`src/rtl/turn_ctrl.sv`:
```
// turn_ctrl: turn controller feeding the projectile block.
// Converts HID scancodes into per-player angle (0..8) and power (0..7),
// issues a frame-aligned launch pulse with launch coordinates, follows the
// shot through flight and explosion, then hands the turn to the other player.
// All state advances on a tick derived from the rising edge of frame_clk,
// resynchronised into the clk domain.
// Optional build macro: TURN_TIMER_EN adds an aim countdown that auto-fires
// when it expires and is reported on time_left (tied to 0 otherwise).
module turn_ctrl #(
  parameter int BARREL_OFF     = 6,
  parameter int REPEAT_FRAMES  = 8,
  parameter int SETTLE_FRAMES  = 30,
  parameter int FLIGHT_TIMEOUT = 255
`ifdef TURN_TIMER_EN
  , parameter int TURN_FRAMES  = 600
`endif
) (
  input  logic       clk,
  input  logic       reset,
  input  logic       frame_clk,
  input  logic [7:0] keycode,
  input  logic [9:0] tank0_x,
  input  logic [9:0] tank0_y,
  input  logic [9:0] tank1_x,
  input  logic [9:0] tank1_y,
  input  logic       exploded,
  output logic       launch,
  output logic [9:0] launchX,
  output logic [9:0] launchY,
  output logic [3:0] angle,
  output logic [2:0] power,
  output logic       player,
  output logic       busy,
  output logic       timeout_err,
  output logic [9:0] time_left
);

  localparam logic [7:0] KEY_A     = 8'h04;
  localparam logic [7:0] KEY_D     = 8'h07;
  localparam logic [7:0] KEY_W     = 8'h1A;
  localparam logic [7:0] KEY_S     = 8'h16;
  localparam logic [7:0] KEY_SPACE = 8'h2C;

  localparam logic [3:0] ANG_MAX   = 4'd8;
  localparam logic [2:0] POW_MAX   = 3'd7;

  localparam int RW = (REPEAT_FRAMES  > 1) ? $clog2(REPEAT_FRAMES)     : 1;
  localparam int SW = (SETTLE_FRAMES  > 1) ? $clog2(SETTLE_FRAMES)     : 1;
  localparam int FW = (FLIGHT_TIMEOUT > 1) ? $clog2(FLIGHT_TIMEOUT + 1) : 1;

  typedef enum logic [1:0] {
    S_AIM    = 2'd0,
    S_ARM    = 2'd1,
    S_FLIGHT = 2'd2,
    S_SETTLE = 2'd3
  } state_e;

  // Synchroniser and edge-detect state
  logic [2:0]    fc_sync_q;
  logic [1:0]    ex_sync_q;
  logic          tick;
  logic          ex_s;

  // FSM and per-player settings
  state_e        state_q;
  logic          player_q;
  logic [3:0]    ang0_q, ang1_q;
  logic [2:0]    pow0_q, pow1_q;
  logic          launch_q;
  logic [9:0]    launch_x_q, launch_y_q;
  logic          busy_q;
  logic          timeout_q;
  logic          seen_low_q;
  logic [FW-1:0] flight_q;
  logic [SW-1:0] settle_q;
  logic [RW-1:0] rpt_q, rpt_d;
  logic [7:0]    key_prev_q;

  // Combinational helpers
  logic          key_new;
  logic          key_is_adj;
  logic          step;
  logic [3:0]    cur_ang, ang_d;
  logic [2:0]    cur_pow, pow_d;
  logic          space_fire;
  logic          fire;
  logic          auto_fire;
  logic [9:0]    act_x, act_y;

  // Resynchronise frame_clk (3 stages: 2 for metastability, 1 for edge) and exploded
  always_ff @(posedge clk or negedge reset) begin
    if (!reset) begin
      fc_sync_q <= 3'b000;
      ex_sync_q <= 2'b00;
    end else begin
      fc_sync_q <= {fc_sync_q[1:0], frame_clk};
      ex_sync_q <= {ex_sync_q[0], exploded};
    end
  end

  assign tick = fc_sync_q[1] & ~fc_sync_q[2];
  assign ex_s = ex_sync_q[1];

  // Key decoding, auto-repeat and saturating adjust of the active player's settings
  always_comb begin
    key_new    = (keycode != key_prev_q);
    key_is_adj = (keycode == KEY_A) || (keycode == KEY_D) ||
                 (keycode == KEY_W) || (keycode == KEY_S);
    rpt_d      = '0;
    step       = 1'b0;
    if ((state_q == S_AIM) && key_is_adj) begin
      // First sighting steps at once; holding steps every REPEAT_FRAMES ticks
      if (key_new || (rpt_q == RW'(REPEAT_FRAMES - 1))) begin
        step  = 1'b1;
        rpt_d = '0;
      end else begin
        rpt_d = rpt_q + 1'b1;
      end
    end

    cur_ang = player_q ? ang1_q : ang0_q;
    cur_pow = player_q ? pow1_q : pow0_q;
    ang_d   = cur_ang;
    pow_d   = cur_pow;
    if (step) begin
      case (keycode)
        KEY_A:   if (cur_ang != 4'd0)  ang_d = cur_ang - 4'd1;
        KEY_D:   if (cur_ang != ANG_MAX) ang_d = cur_ang + 4'd1;
        KEY_W:   if (cur_pow != POW_MAX) pow_d = cur_pow + 3'd1;
        KEY_S:   if (cur_pow != 3'd0)  pow_d = cur_pow - 3'd1;
        default: ;
      endcase
    end

    // A Space held across the turn boundary is not new, so it cannot fire
    space_fire = (state_q == S_AIM) && (keycode == KEY_SPACE) && key_new;
    fire       = space_fire || auto_fire;

    act_x = player_q ? tank1_x : tank0_x;
    act_y = player_q ? tank1_y : tank0_y;
  end

`ifdef TURN_TIMER_EN
  logic [9:0] timer_q;

  // Aim countdown: reloads on every entry to AIM, decrements each AIM tick
  always_ff @(posedge clk or negedge reset) begin
    if (!reset) begin
      // Reset is itself an entry to AIM, so the countdown starts full
      timer_q <= 10'(TURN_FRAMES);
    end else if (tick) begin
      if (state_q == S_AIM) begin
        if (timer_q != 10'd0) timer_q <= timer_q - 10'd1;
      end else if ((state_q == S_SETTLE) && (settle_q == SW'(SETTLE_FRAMES - 1))) begin
        timer_q <= 10'(TURN_FRAMES);
      end
    end
  end

  assign auto_fire = (state_q == S_AIM) && (timer_q == 10'd1);
  assign time_left = timer_q;
`else
  assign auto_fire = 1'b0;
  assign time_left = 10'd0;
`endif

  // Turn FSM with registered launch/busy/timeout outputs and stored aim settings
  always_ff @(posedge clk or negedge reset) begin
    if (!reset) begin
      state_q    <= S_AIM;
      player_q   <= 1'b0;
      ang0_q     <= 4'd6;
      pow0_q     <= 3'd3;
      ang1_q     <= 4'd2;
      pow1_q     <= 3'd3;
      launch_q   <= 1'b0;
      launch_x_q <= 10'd0;
      launch_y_q <= 10'd0;
      busy_q     <= 1'b0;
      timeout_q  <= 1'b0;
      seen_low_q <= 1'b0;
      flight_q   <= '0;
      settle_q   <= '0;
      rpt_q      <= '0;
      key_prev_q <= 8'h00;
    end else if (tick) begin
      key_prev_q <= keycode;
      rpt_q      <= rpt_d;
      // Adjust is stored before a same-tick fire, so it carries into the next turn
      if (player_q) begin
        ang1_q <= ang_d;
        pow1_q <= pow_d;
      end else begin
        ang0_q <= ang_d;
        pow0_q <= pow_d;
      end

      case (state_q)
        S_AIM: begin
          if (fire) begin
            state_q    <= S_ARM;
            busy_q     <= 1'b1;
            launch_q   <= 1'b1;
            launch_x_q <= act_x;
            launch_y_q <= act_y - 10'(BARREL_OFF);
          end
        end

        S_ARM: begin
          // launch covers exactly one frame_clk rising edge
          launch_q   <= 1'b0;
          seen_low_q <= 1'b0;
          flight_q   <= '0;
          state_q    <= S_FLIGHT;
        end

        S_FLIGHT: begin
          // exploded is 1 while idle; only a 0->1 sequence marks this shot's end
          if (seen_low_q && ex_s) begin
            state_q  <= S_SETTLE;
            settle_q <= '0;
          end else begin
            if (!ex_s) seen_low_q <= 1'b1;
            flight_q <= flight_q + 1'b1;
            if (flight_q == FW'(FLIGHT_TIMEOUT - 1)) begin
              timeout_q <= 1'b1;
              state_q   <= S_SETTLE;
              settle_q  <= '0;
            end
          end
        end

        S_SETTLE: begin
          if (settle_q == SW'(SETTLE_FRAMES - 1)) begin
            settle_q <= '0;
            player_q <= ~player_q;
            busy_q   <= 1'b0;
            state_q  <= S_AIM;
          end else begin
            settle_q <= settle_q + 1'b1;
          end
        end

        default: state_q <= S_AIM;
      endcase
    end
  end

  assign launch      = launch_q;
  assign launchX     = launch_x_q;
  assign launchY     = launch_y_q;
  assign angle       = cur_ang;
  assign power       = cur_pow;
  assign player      = player_q;
  assign busy        = busy_q;
  assign timeout_err = timeout_q;

endmodule

```
`config.mk`:
```
export PLATFORM = sky130hd
export DESIGN_NAME = turn_ctrl
export DESIGN_NICKNAME = d
export VERILOG_FILES = /design/src/rtl/turn_ctrl.sv
export SDC_FILE = /design/constraint.sdc
export NUM_CORES = 1
export LEC_CHECK = 0
export ABC_CLOCK_PERIOD_IN_PS = 2750
export BUFFER_PORTS_ARGS = -buffer_cell sky130_fd_sc_hd__buf_2
export CELL_PAD_IN_SITES_DETAIL_PLACEMENT = 1
export CELL_PAD_IN_SITES_GLOBAL_PLACEMENT = 1
export CORE_MARGIN = 2
export CORE_UTILIZATION = 37
export CTS_CLUSTER_SIZE = 24
export DETAILED_ROUTE_END_ITERATION = 12
export GPL_TIMING_DRIVEN = 0
export PLACE_DENSITY = 0.81
export SYNTH_ARGS = -nofsm -noshare
export SYNTH_HDL_FRONTEND = slang
export SYNTH_SLANG_ARGS = --single-unit
```
`constraint.sdc`:
```
create_clock -name clk -period 2.75 [get_ports clk]
set_clock_uncertainty 0.1 [all_clocks]
set_input_delay 0.275 -clock clk [delete_from_list [all_inputs] [get_ports clk]]
set_output_delay 0.275 -clock clk [all_outputs]
set_load 0.02 [all_outputs]
```
==> impl_metrics.csv <==
group,metric,value,unit
run_status,status,"finished clean",
sta,rsz0062_at_grt,"no",
routing,met3_length,518,um
routing,drt-initial-drc-count,176,
yosys,synth_top_area_share,0.383,
power_and_ir_drop,p_leak,2.40,nW
job,maxCapViolations,0,
setup_path,critPathKind,"reg -> reg",
yosys,synthArstFlopShare,1.00,
global_route,grt_pass1_wl,18000,um
worst_hold_path,min_path_type,"in -> reg",
yosys,synth-seq-cells,70,
yosys,ys_seq_area_frac,0.427,
floorplanning,io_pins,93,
floorplanning,initial_core_util,0.380,
global_route,grt.total_usage,0.192,
final_layout,fin_nets,610,
routing,wl_met1,5050,um
routing,vias_per_cell,5.20,
routing,drc,0,
worst_hold_path,min_from,"keycode[7]",
placed_design,dp_hpwl,8140,um
sta,slew_headroom,0.401,
clock_tree,clockBufferDepth,2,
yosys,synthTopCellsByArea,"dfrtp_1 (38%), mux2i_1 (6.1%), nand2_1 (5.8%)",
yosys,synth_top_area_cell,"dfrtp_1",
sta,worstMarginPinSlew,0.899,ns
floorplanning,dieArea,12000,sq um
yosys,syn_inst,436,
sta,setup_tns,0,ns
yosys,yosysWarnings,0,
routing,wl_per_cell,16.1,um
yosys,netlist_area,4120,sq um
clock_tree,cts_root_buf,"clkbuf_8",
yosys,yosysMostFrequentCell,"nand2_1",
worst_hold_path,whs_path_depth,3,
global_route,antenna_found_initial,0,
global_route,grt_pass1_vias,3777,
setup_path,critPathMaxStageDelay,0.42,ns
yosys,synth-edff-count,0,
setup_path,critPathMaxFanout,19,
sta,setup_viol,0,
routing,first_pass_iters,4,
clock_tree,numCtsBuffers,9,
floorplanning,die_x,110,um
floorplanning,fp-row-count,38,
routing,vias,3560,
sta,fmax,0.387,GHz
power_and_ir_drop,power_density,571,nW/um^2
routing,wirelength,11000,um
sta,fin_crit,2.58,ns
final_layout,syn_to_final_growth,22.3,%
clock_tree,h-tree-depth,3,
sta,maxSlewViolCount,0,
routing,routed.top_layer,"met4",
setup_path,crit_chain,"buf_6 -> buf_4 -> mux2_2 -> inv_1 -> ha_1 -> ha_1 -> o32a_1 -> o31ai_1 -> o31ai_1",
setup_path,startpoint,"player$_DFFE_PN0P_",
yosys,synth_cell_type_count,54,
final_layout,final-instance-count-excl-fill,685,
power_and_ir_drop,peakVddDrop,0.295,mV
clock_tree,cts.clk_slew.worst_paths,0.08,ns
floorplanning,fp.coreArea,10800,sq um
setup_path,reg2reg_from,"player$_DFFE_PN0P_",
routing,met2_length,5280,um
setup_path,r2r.worst_path.cells,9,
sta,finalCritPeriodShare,0.940,
clock_tree,cts_tree,"done",
setup_path,worstPathArrival,2.76,ns
final_layout,antenna-diode-count,0,
setup_path,worstSetupEndpointType,"flip-flop",
global_route,grt_overflow,0,
setup_path,cp.required,2.92,ns
floorplanning,die_h,110,um
placed_design,post-place-cells,667,
yosys,syn_area_per_cell,9.45,sq um
routing,ant_nets,0,
placed_design,portBuffers,82,
yosys,ys.flop_type,"dfrtp_1",
global_route,grt_max_degree,71,
final_layout,drive_above_1_share,0.242,
clock_tree,clk_latency,0.35,ns
placed_design,place.gp.congestion,0.831,
setup_path,cp_slowest_cell,"o32a_1",
yosys,synth_common_cells,"nand2_1 (64), dfrtp_1 (63), o21ai_0 (36), mux2i_1 (25), nor2_1 (24)",
clock_tree,clock-sinks,70,
setup_path,startpoint_type,"flip-flop",
sta,hold_violations,0,
timing repair:
item,CTS,global route
setup buffers,0,0
hold buffers,3,0
setup endpoints to repair,5,2
gates resized for setup,2,1
hold endpoints to repair,56,0
cloned,0,0
stage by stage:
stage	total power, mW	instance area, sq um	worst slack, ns	hold slack (ns)	util
after floorplan	1.57	4160	0.0447	-0.121	-
after global placement	1.73	4740	-0.0771	0.232	0.438
after detailed placement	1.78	4750	-0.212	0.237	0.438
after CTS	2.90	5040	0.0955	0.0744	0.465
after global routing	3.04	5040	0.0177	0.0889	0.465
final	2.88	5040	0.166	0.0720	0.465
placed cells by master, fill, tap and decap left out, types with 11 or more instances in the layout:
| master | instances |
|---|---|
| xnor2_1 | 15 |
| inv_1 | 17 |
| clkbuf_1 | 12 |
| xor2_1 | 12 |
| nor2_1 | 24 |
| nand2_1 | 64 |
| o21ai_0 | 36 |
| nor3_1 | 15 |
| buf_2 | 82 |
| mux2i_1 | 25 |
| a21oi_1 | 11 |
| buf_4 | 12 |
| ha_1 | 18 |
| dfrtp_1 | 63 |
report_power, final:
part           total [mW]  internal (mW)  switching [mW]
combinational       0.567          0.215           0.352
clock                1.11          0.695           0.419
sequential           1.20           1.11          0.0839
state kept, by name (all words and copies together), names as in the netlist, 2 cells and up:
register / flops
state_q: 2
ex_sync_q: 2
key_prev_q: 8
settle_q: 5
pow0_q: 3
fc_sync_q: 3
rpt_q: 3
launchY: 10
flight_q: 8
ang1_q: 4
pow1_q: 3
launchX: 10
ang0_q: 4
layout make-up:
cell class,instances,area [sq um]
multi-input cells,331,2190
repair buffers,85,443
inverters,17,63.8
well taps,140,175
clock buffers,10,128
flip-flops and latches,70,1760
clock inverters,6,134
plain buffers,26,149
fillers,1290,5800
kinds of logic after synthesis:
logic type      after synthesis  synth area share
compound gates               83             0.128
xor+xnor                     27            0.0574
fa+ha+maj                    18            0.0547
buf+inv                      44            0.0501
flops                        70             0.427
mux                          35            0.0926
other cells                   1          0.000910
simple gates                158             0.189
per-layer routing:
| metal | vias to the layer above | track usage |
|---|---|---|
| li1 | 1712 | - |
| met1 | 1741 | 0.250 |
| met2 | 90 | 0.326 |
| met3 | 17 | 0.0267 |
| met4 | 0 | 0.0696 |
| met5 | - | 0 |
worst max-delay path, delay by kind of cell, from the launching register on:
family	cells	cell delay (ns)
muxes	1	0.27
buffers and inverters	3	0.55
DFF	1	0.40
AOI/OAI and AO/OA	3	0.77
adders and majority gates	2	0.42
path summary, 6_finish.rpt:
kind                                              to  slack (ns)
setup / recovery               pow0_q[0]$_DFFE_PN1P_        0.17
hold / removal             key_prev_q[7]$_DFFE_PN0P_        0.07
setup reg to reg               pow0_q[0]$_DFFE_PN1P_        0.17
hold reg to reg               ex_sync_q[1]$_DFF_PN0_        0.25
max in group asynchronous      ang0_q[0]$_DFFE_PN0P_        1.48
min in group asynchronous    flight_q[5]$_DFFE_PN0P_        0.48
No activity file was read; power rests on OpenSTA's default activity.
